[src/rtl/mem_uart_pkg.sv]
// ============================================================================
// Module : mem_uart_pkg
// Brief  : Shared types and constants for the BRAM <-> UART block movers.
// Rev    : 1.0 - initial release
// ============================================================================
`default_nettype none

package mem_uart_pkg;

    typedef enum logic [2:0] {
        S_IDLE      = 3'd0,
        S_READ_REQ  = 3'd1,
        S_READ_WAIT = 3'd2,
        S_SEND      = 3'd3,
        S_WAIT_ACK  = 3'd4,
        S_WAIT_TX   = 3'd5,
        S_DONE      = 3'd6
    } state_t;

    localparam int BYTES_PER_WORD = 4;
    localparam int ADDR_SHIFT     = 2;

endpackage

`default_nettype wire

[src/rtl/mem_to_uart_varcount.sv]
// ============================================================================
// Module : VarCount
// Brief  : Width-parameterised up-counter with synchronous clear.
// Rev    : 1.0 - initial release
// ============================================================================
`default_nettype none

module VarCount #(
    parameter int WIDTH = 8
) (
    input  logic             clk,
    input  logic             rst,
    input  logic             i_clr,
    input  logic             i_inc,
    output logic [WIDTH-1:0] o_count
);

    logic [WIDTH-1:0] r_count;

    // Clear takes priority so a restart never sees a stale increment.
    always_ff @(posedge clk or posedge rst) begin
        if (rst) begin
            r_count <= '0;
        end else if (i_clr) begin
            r_count <= '0;
        end else if (i_inc) begin
            r_count <= r_count + 1'b1;
        end
    end

    assign o_count = r_count;

endmodule

`default_nettype wire

[src/rtl/mem_to_uart.sv]
// ============================================================================
// Module : mem_to_uart
// Brief  : Streams WORD_COUNT BRAM words to a UART TX, LSB byte first.
//          Optional CHECKSUM_EN appends an XOR byte after the data stream.
// Rev    : 1.0 - initial release
// ============================================================================
`default_nettype none

module mem_to_uart
    import mem_uart_pkg::*;
#(
    parameter int WORD_COUNT   = 30,
    parameter int READ_LATENCY = 1
) (
    input  logic        clock,
    input  logic        reset,
    input  logic        START,
    input  logic        TX_BUSY,
    output logic        TX_START,
    output logic [7:0]  TX_DATA,
    output logic [31:0] addrB,
    output logic        enB,
    output logic [3:0]  weB,
    input  logic [31:0] dataFromB,
    output logic        DONE_READING
);

    localparam logic [29:0] c_LAST_IDX  = (WORD_COUNT > 0) ? 30'(WORD_COUNT - 1) : 30'd0;
    localparam logic [1:0]  c_LAT_LAST  = 2'(READ_LATENCY - 1);
    localparam logic [1:0]  c_LAST_BYTE = 2'(BYTES_PER_WORD - 1);

    state_t      r_state;
    logic [1:0]  r_byte_pos;
    logic [31:0] r_word;
    logic        r_tx_start;
    logic [7:0]  r_tx_data;
    logic        r_en;
    logic        r_done;

    logic [29:0] w_word_idx;
    logic [1:0]  w_lat_cnt;
    logic        w_idx_clr;
    logic        w_idx_inc;
    logic        w_lat_clr;
    logic        w_lat_inc;
    logic        w_lat_done;
    logic        w_more_words;
    logic        w_cks_phase;
    logic [4:0]  w_sel;
    logic [7:0]  w_data_byte;
    logic [7:0]  w_tx_byte;

`ifdef CHECKSUM_EN
    logic        r_cks_phase;
    logic [7:0]  r_xor;
    assign w_cks_phase = r_cks_phase;
    assign w_tx_byte   = r_cks_phase ? r_xor : w_data_byte;
`else
    assign w_cks_phase = 1'b0;
    assign w_tx_byte   = w_data_byte;
`endif

    assign w_sel        = {r_byte_pos, 3'b000};
    assign w_data_byte  = r_word[w_sel +: 8];
    assign w_more_words = (WORD_COUNT > 1) && (w_word_idx < c_LAST_IDX);
    assign w_lat_done   = (r_state == S_READ_WAIT) && (w_lat_cnt == c_LAT_LAST);

    assign w_idx_clr = (r_state == S_IDLE) && START;
    assign w_idx_inc = (r_state == S_WAIT_TX) && !TX_BUSY && !w_cks_phase
                       && (r_byte_pos == c_LAST_BYTE) && w_more_words;
    assign w_lat_clr = (r_state == S_READ_REQ);
    assign w_lat_inc = (r_state == S_READ_WAIT);

    VarCount #(.WIDTH(30)) u_word_cnt (
        .clk     (clock),
        .rst     (reset),
        .i_clr   (w_idx_clr),
        .i_inc   (w_idx_inc),
        .o_count (w_word_idx)
    );

    VarCount #(.WIDTH(2)) u_lat_cnt (
        .clk     (clock),
        .rst     (reset),
        .i_clr   (w_lat_clr),
        .i_inc   (w_lat_inc),
        .o_count (w_lat_cnt)
    );

    // enB is raised on the edge that enters READ_REQ so it is high during that state.
    always_ff @(posedge clock or posedge reset) begin
        if (reset) begin
            r_state    <= S_IDLE;
            r_byte_pos <= 2'd0;
            r_word     <= 32'd0;
            r_tx_start <= 1'b0;
            r_tx_data  <= 8'h00;
            r_en       <= 1'b0;
            r_done     <= 1'b0;
`ifdef CHECKSUM_EN
            r_cks_phase <= 1'b0;
            r_xor       <= 8'h00;
`endif
        end else begin
            r_tx_start <= 1'b0;
            r_en       <= 1'b0;
            r_done     <= 1'b0;
            case (r_state)
                S_IDLE: begin
                    if (START) begin
                        r_byte_pos <= 2'd0;
`ifdef CHECKSUM_EN
                        r_xor       <= 8'h00;
                        r_cks_phase <= (WORD_COUNT == 0);
`endif
                        if (WORD_COUNT == 0) begin
`ifdef CHECKSUM_EN
                            r_state <= S_SEND;
`else
                            r_state <= S_DONE;
`endif
                        end else begin
                            r_state <= S_READ_REQ;
                            r_en    <= 1'b1;
                        end
                    end
                end
                S_READ_REQ: begin
                    r_state <= S_READ_WAIT;
                end
                S_READ_WAIT: begin
                    if (w_lat_done) begin
                        r_word  <= dataFromB;
                        r_state <= S_SEND;
                    end
                end
                S_SEND: begin
                    if (!TX_BUSY) begin
                        r_tx_start <= 1'b1;
                        r_tx_data  <= w_tx_byte;
`ifdef CHECKSUM_EN
                        if (!r_cks_phase) begin
                            r_xor <= r_xor ^ w_tx_byte;
                        end
`endif
                        r_state <= S_WAIT_ACK;
                    end
                end
                S_WAIT_ACK: begin
                    r_state <= S_WAIT_TX;
                end
                S_WAIT_TX: begin
                    if (!TX_BUSY) begin
                        r_byte_pos <= r_byte_pos + 2'd1;
                        if (w_cks_phase) begin
                            r_state <= S_DONE;
                        end else if (r_byte_pos != c_LAST_BYTE) begin
                            r_state <= S_SEND;
                        end else if (w_more_words) begin
                            r_state <= S_READ_REQ;
                            r_en    <= 1'b1;
                        end else begin
`ifdef CHECKSUM_EN
                            r_cks_phase <= 1'b1;
                            r_state     <= S_SEND;
`else
                            r_state <= S_DONE;
`endif
                        end
                    end
                end
                S_DONE: begin
                    r_done  <= 1'b1;
                    r_state <= S_IDLE;
                end
                default: begin
                    r_state <= S_IDLE;
                end
            endcase
        end
    end

    assign TX_START     = r_tx_start;
    assign TX_DATA      = r_tx_data;
    assign enB          = r_en;
    assign addrB        = 32'(w_word_idx) << ADDR_SHIFT;
    assign weB          = 4'h0;
    assign DONE_READING = r_done;

endmodule

`default_nettype wire
[config.mk]
export PLATFORM = sky130hd
export DESIGN_NAME = mem_to_uart
export DESIGN_NICKNAME = d
export VERILOG_FILES = /design/src/rtl/mem_uart_pkg.sv /design/src/rtl/mem_to_uart_varcount.sv /design/src/rtl/mem_to_uart.sv
export SDC_FILE = /design/constraint.sdc
export NUM_CORES = 1
export LEC_CHECK = 0
export CAP_MARGIN = 20
export CELL_PAD_IN_SITES_DETAIL_PLACEMENT = 1
export CELL_PAD_IN_SITES_GLOBAL_PLACEMENT = 2
export CORE_ASPECT_RATIO = 0.7
export CORE_MARGIN = 2
export CORE_UTILIZATION = 36
export CTS_CLUSTER_SIZE = 16
export DETAILED_ROUTE_END_ITERATION = 8
export PLACE_DENSITY = 0.94
export SKIP_CTS_REPAIR_TIMING = 1
export SYNTH_ARGS = -nofsm -noshare
export SYNTH_HDL_FRONTEND = slang
export SYNTH_HIERARCHICAL = 1
export SYNTH_SLANG_ARGS = --single-unit
[constraint.sdc]
create_clock -name clock -period 7 [get_ports clock]
set_clock_uncertainty 0.15 [all_clocks]
set_input_delay 2.1 -clock clock [delete_from_list [all_inputs] [get_ports clock]]
set_output_delay 2.1 -clock clock [all_outputs]
set_load 0.01 [all_outputs]
==> results.yml, run 1 <==
worst_setup_path:
  worst_ep_required_time_ns: 7.11
  path_class: "in2reg"
  worst_setup_path_start_kind: "input pin"
  critPathCaptureType: "flop"
  ff2ff_setup_slack_ns: 3.21
  crit_fanout: 19
  critPathSlowestCell: "or4_1"
  crit_family: "simple AND/OR/NAND/NOR gates"
  cp_num_buf_inv: 1
  max_stage_delay_ns: 0.65
  crit_arrival_ns: 5.13
  path_cells: "clkdlybuf4s50_1 > nand2b_1 > nor2_2 > and3_1 > o2111a_1 > nand4_2 > or4_1 > a21oi_1"
cts:
  cts_max_path_buffers: 2
  cts_tree: "built"
  cts_root_buf: "clkbuf_16"
  clk_pin_slew_ns: 0.06
  cts_sinks: 80
  numCtsBuffers: 9
  htree_levels: 3
  insertion_delay_ns: 0.33
detailed_routing:
  wl_met3_um: 425
  dr.max_layer_used: "met4"
  num_vias: 2834
  detail-route-antenna-nets: 0
  wl_met2_mm: 5.03
  drt-wirelength-per-cell_um: 18.7
  viasPerCell: 5.20
  first_iter_violations: 141
  first_pass_iters: 4
  routed_wl_mm: 10.2
  drc_errors: 0
  wl_met1_mm: 4.61
floorplanning:
  dieArea_um2: 11800
  fp.dieH_um: 91.7
  initial_utilization: 0.376
  num_rows: 31
  pin_count: 83
  core_area_um2: 10500
  fp.dieW_um: 129
layout:
  final_nets: 431
  final_area_um2: 5150
  final_cell_count_no_fill: 545
  drive_gt1_frac: 0.199
  layout_commonest_cell: "dfrtp_1"
  fin_util: 0.490
  layout_common_cells: "dfrtp_1, clkdlybuf4s50_1, mux2_4, a21oi_1, nor2_1"
  diodes: 0
  areaGrowthSynthToFinish_pct: 30.2
sta:
  slew_violations: 0
  fin_setup_tns_ns: 0
  worstMarginPinSlew_ns: 1.06
  max_freq_mhz: 199
  final-hold-violation-count: 0
  setup_slack_ns: 1.98
  rsz0062_at_grt: "false"
  period_needed_ns: 5.02
  hold_slack_ns: 0.356
  slew_headroom: 0.288
  setup_viol: 0
  final.period_utilization: 0.718
logic_synthesis:
  syn_inst: 316
  synth.distinct_cells: 44
  async_flop_share: 1.00
  synthTopCellsByArea: "dfrtp_1, mux2_4, mux4_2, mux2_2, a21oi_1"
  ys_ff_latch: 80
  syn_area_um2: 3950
  synth_largest_area_cell: "dfrtp_1"
  syn_area_per_cell_um2: 12.5
  synth.top_cell.area_share: 0.507
  synth_edf_count: 0
  yosysSeqAreaShare: 0.507
  synthFlopType: "dfrtp_1"
  yosysWarningCount: 6
min_path:
  hold_path_class: "reg2reg"
global_route:
  grt_pass1_vias: 2973
  grt_usage: 0.180
  antenna_found_initial: 0
  grt.overflow.total: 0
  grt_start_max_net_pins: 49
  grt_first_pass_wirelength_mm: 16.4
power_and_ir_drop:
  power_density_nw_per_um2: 356
  cellLeakagePower_nw: 2.23
  irDropWorstVdd_v: 0.000150
  finalPower_mw: 1.83
placement:
  portBuffers: 76
  placedCellCount: 529
  dp_slack_ns: 1.70
  gp_congestion: 0.772
  dpl-instance-area_um2: 4810
  dp_hpwl_mm: 7.30
status:
  outcome: "finished clean"
job:
  maxCapViolations: 0
==> registers in the layout, indices dropped and copies added (netlist names) <==
signal              count
DONE_READING            1
TX_DATA                 8
TX_START                1
enB                     1
r_byte_pos              2
r_state                 3
r_word                 32
u_lat_cnt/o_count       2
u_word_cnt/o_count     30
==> cell families after synthesis <==
kind of cell | after synthesis | synth area share
xor gates and xnor gates | 13 | 0.0288
AOI/OAI and AO/OA | 48 | 0.0779
other | 1 | 0.000949
DFF | 80 | 0.507
muxes | 52 | 0.199
buffers and inverters | 25 | 0.0399
and+or+nand+nor | 95 | 0.141
adders and majority gates | 2 | 0.00633
==> worst reg2reg max path: stages, from the launching register on <==
cell      delay, ns
dfrtp_1        0.43
nor4_1         0.39
nand4_1        0.26
nor3_1         0.41
and3_1         0.39
o2111a_1       0.43
nand4_2        0.45
or4_1          0.66
a21oi_1        0.15
==> synthesized netlist by cell type (2+ instances only) <==
master and count:
dfrtp_1 80, mux2_4 30, a21oi_1 20, nor2_1 17, mux2_2 12, o31ai_1 12
nand2_1 11, nand3_1 11, or4_1 11, xor2_1 11, buf_4 8, mux4_2 8
and3_1 7, inv_1 7, nand4_1 7, o21ai_0 7, or3_1 7, nor4_1 5
buf_6 4, nor3_1 4, and4_1 3, buf_2 3, clkbuf_1 3, ha_1 2
mux2i_1 2, nand2b_1 2, nand4_2 2, nor2_4 2, o2111a_1 2, xnor2_1 2
==> where the power goes <==
| part | internal (mW) | leakage (nW) | total [mW] | switching [mW] |
|---|---|---|---|---|
| Sequential | 0.607 | 1.02 | 0.724 | 0.117 |
| Clock | 0.320 | 0.155 | 0.505 | 0.185 |
| Combinational | 0.382 | 1.06 | 0.601 | 0.219 |
==> final cells by class <==
cell class,instances,area (um^2)
Sequential cell,80,2000
Tap cell,148,185
Clock inverter,5,81.3
Inverter,7,26.3
Timing Repair Buffer,79,796
Clock buffer,10,239
Multi-Input combinational cell,216,1820
Fill cell,1091,5370
==> final timing paths <==
kind / depth (start not counted) / start / end
setup / recovery: 8 / TX_BUSY / u_word_cnt/o_count[28]$_DFFE_PP0P_
hold / removal: 1 / TX_DATA[2]$_DFFE_PP0P_ / TX_DATA[2]$_DFFE_PP0P_
setup reg to reg: 8 / u_word_cnt/o_count[24]$_DFFE_PP0P_ / u_word_cnt/o_count[28]$_DFFE_PP0P_
hold reg to reg: 1 / TX_DATA[2]$_DFFE_PP0P_ / TX_DATA[2]$_DFFE_PP0P_
max in group asynchronous: 3 / reset / u_word_cnt/o_count[14]$_DFFE_PP0P_
min in group asynchronous: 2 / reset / u_lat_cnt/o_count[1]$_DFFE_PP0P_
==> layer usage <==
layer | global-route usage | vias up
li1 | - | 1325
met1 | 0.252 | 1446
met2 | 0.283 | 56
met3 | 0.0420 | 7
met4 | 0.0462 | 0
met5 | 0 | -
Power figures use the tool's default switching activity.
==> run 2, diff against run 1 <==
- CORE_UTILIZATION: 36 -> 31
- PLACE_DENSITY: 0.94 -> 0.87
- clock period: 7 -> 4.5 ns (I/O delays scaled with it)
==> run 2 against run 1 <==
Register-to-register slack got worse by 2.1 ns. Cell count grew 3.5%. Via count is 2.3% higher. Critical endpoint is now u_word_cnt/o_count[29]$_DFFE_PP0P_. Highest routed layer unchanged.
==> results.yml, run 2 (synthesis results as in run 1) <==
layout:
  final_area_um2: 5220
  diodes: 0
  largest_register_ffs: 32
  seq_area_um2: 2000
  layout_common_cells: "dfrtp_1, clkdlybuf4s50_1, mux2_4, a21oi_1, nor2_1"
  fin_util: 0.420
  areaGrowthSynthToFinish_pct: 32.1
  regMostFlops: "r_word"
  layout_commonest_cell: "dfrtp_1"
  n_fill_cell: 1356
  final_nets: 435
  drive_gt1_frac: 0.209
  multi_input_area_um2: 1820
sta:
  fin_setup_tns_ns: 0
  max_freq_mhz: 258
  slew_violations: 0
  setup_viol: 0
  rsz0062_at_grt: "false"
  final.period_utilization: 0.861
  period_needed_ns: 3.88
  worstMarginPinSlew_ns: 0.636
  final-hold-violation-count: 0
  slew_headroom: 0.576
job:
  maxCapViolations: 0
global_route:
  grt_pass1_vias: 3026
  grt_start_max_net_pins: 49
  antenna_found_initial: 0
  grt.overflow.total: 0
  grt_usage: 0.156
  grt_first_pass_wirelength_mm: 17.0
min_path:
  hold_path_class: "reg2reg"
cts:
  cts_max_path_buffers: 2
  clk_pin_slew_ns: 0.07
  htree_levels: 3
  insertion_delay_ns: 0.34
  cts_root_buf: "clkbuf_16"
  cts_sinks: 80
  cts_tree: "built"
  numCtsBuffers: 9
worst_setup_path:
  path_class: "in2reg"
  path_cells: "clkdlybuf4s50_1 > nand2b_1 > nor2_2 > and3_1 > o2111a_1 > buf_4 > nand4_2 > or4_1 > a21oi_1"
  critPathCaptureType: "flop"
  crit_arrival_ns: 3.98
  crit_fanout: 11
  critPathSlowestCell: "or4_1"
  worst_setup_path_start_kind: "input pin"
  worst_ep_required_time_ns: 4.61
  max_stage_delay_ns: 0.58
placement:
  portBuffers: 76
  dpl-instance-area_um2: 4850
  dp_hpwl_mm: 7.08
  gp_congestion: 0.805
power_and_ir_drop:
  cellLeakagePower_nw: 2.27
  power_density_nw_per_um2: 552
  irDropWorstVdd_v: 0.000216
detailed_routing:
  first_pass_iters: 4
  viasPerCell: 5.14
  drt-wirelength-per-cell_um: 18.4
  first_iter_violations: 140
  detail-route-antenna-nets: 0
  num_vias: 2898
  routed_wl_mm: 10.4
  drc_errors: 0
floorplanning:
  dieArea_um2: 13700
  pin_count: 83
  fp.dieH_um: 98.5
  core_area_um2: 12400
  fp.dieW_um: 139
  initial_utilization: 0.318
  num_rows: 34
status:
  outcome: "finished clean"
==> run 2: changes by cell type in the layout (fill, tap and decap cells not counted) <==
cell        change
buf_4           +3
inv_6           +2
inv_8           +2
buf_12          +1
clkbuf_8        -1
clkinv_2        -1
clkinvlp_4      -1
==> run 2: where the power goes <==
part / internal, mW / leakage, nW / switching (mW) / total [mW]
clock network: 0.499 / 0.164 / 0.322 / 0.820
registers: 0.944 / 1.02 / 0.174 / 1.12
logic: 0.596 / 1.08 / 0.350 / 0.945
total: 2.04 / 2.27 / 0.845 / 2.88
==> run 2: layout make-up <==
| cell class | count | area share |
|---|---|---|
| clock inverter | 7 | 0.0209 |
| timing repair buffer | 83 | 0.161 |
| sequential | 80 | 0.384 |
| tap | 162 | 0.0388 |
| clock buffer | 9 | 0.0431 |
| inverter | 7 | 0.00503 |
| multi-input combinational | 216 | 0.348 |
==> run 2: path summary, 6_finish.rpt <==
path	from	endpoint	slack [ns]	cells after the start
min reg2reg	r_word[23]$_DFFE_PP0P_	r_word[23]$_DFFE_PP0P_	0.36	1
max reg2reg	u_word_cnt/o_count[24]$_DFFE_PP0P_	u_word_cnt/o_count[29]$_DFFE_PP0P_	1.15	9
max in group asynchronous	reset	u_word_cnt/o_count[19]$_DFFE_PP0P_	2.56	3
min in group asynchronous	reset	u_lat_cnt/o_count[0]$_DFFE_PP0P_	1.11	2
min	r_word[23]$_DFFE_PP0P_	r_word[23]$_DFFE_PP0P_	0.36	1
max	TX_BUSY	u_word_cnt/o_count[29]$_DFFE_PP0P_	0.62	9
==> run 2: layer usage <==
layer  vias to the layer above  global-route usage  part of all wire
met2                        55               0.246              0.48
met1                      1497               0.217              0.48
met3                        16              0.0287             0.029
met4                         0              0.0591             0.020
li1                       1330                   -                 -
met5                         -                   0                 0
==> run 2: per-stage QoR <==
| step | setup slack, ns | power (mW) | hold slack [ns] | cells |
|---|---|---|---|---|
| 6_report | 0.625 | 2.88 | 0.359 | 564 |
| 5_1_grt | 0.497 | 3.03 | 0.375 | 564 |
| 4_1_cts | 0.673 | 2.91 | 0.363 | 562 |
| 3_5_place_dp | 0.356 | 2.06 | 0.344 | 546 |
| 3_3_place_gp | 0.420 | 2.01 | 0.337 | 546 |
| 2_1_floorplan | 1.05 | 1.79 | 0.325 | 321 |
==> run 2: critical path, delay by kind of cell <==
family,cells,cell delay [ns]
and+or+nand+nor,5,1.61
buffers and inverters,2,0.62
AOI/OAI and AO/OA,2,0.39
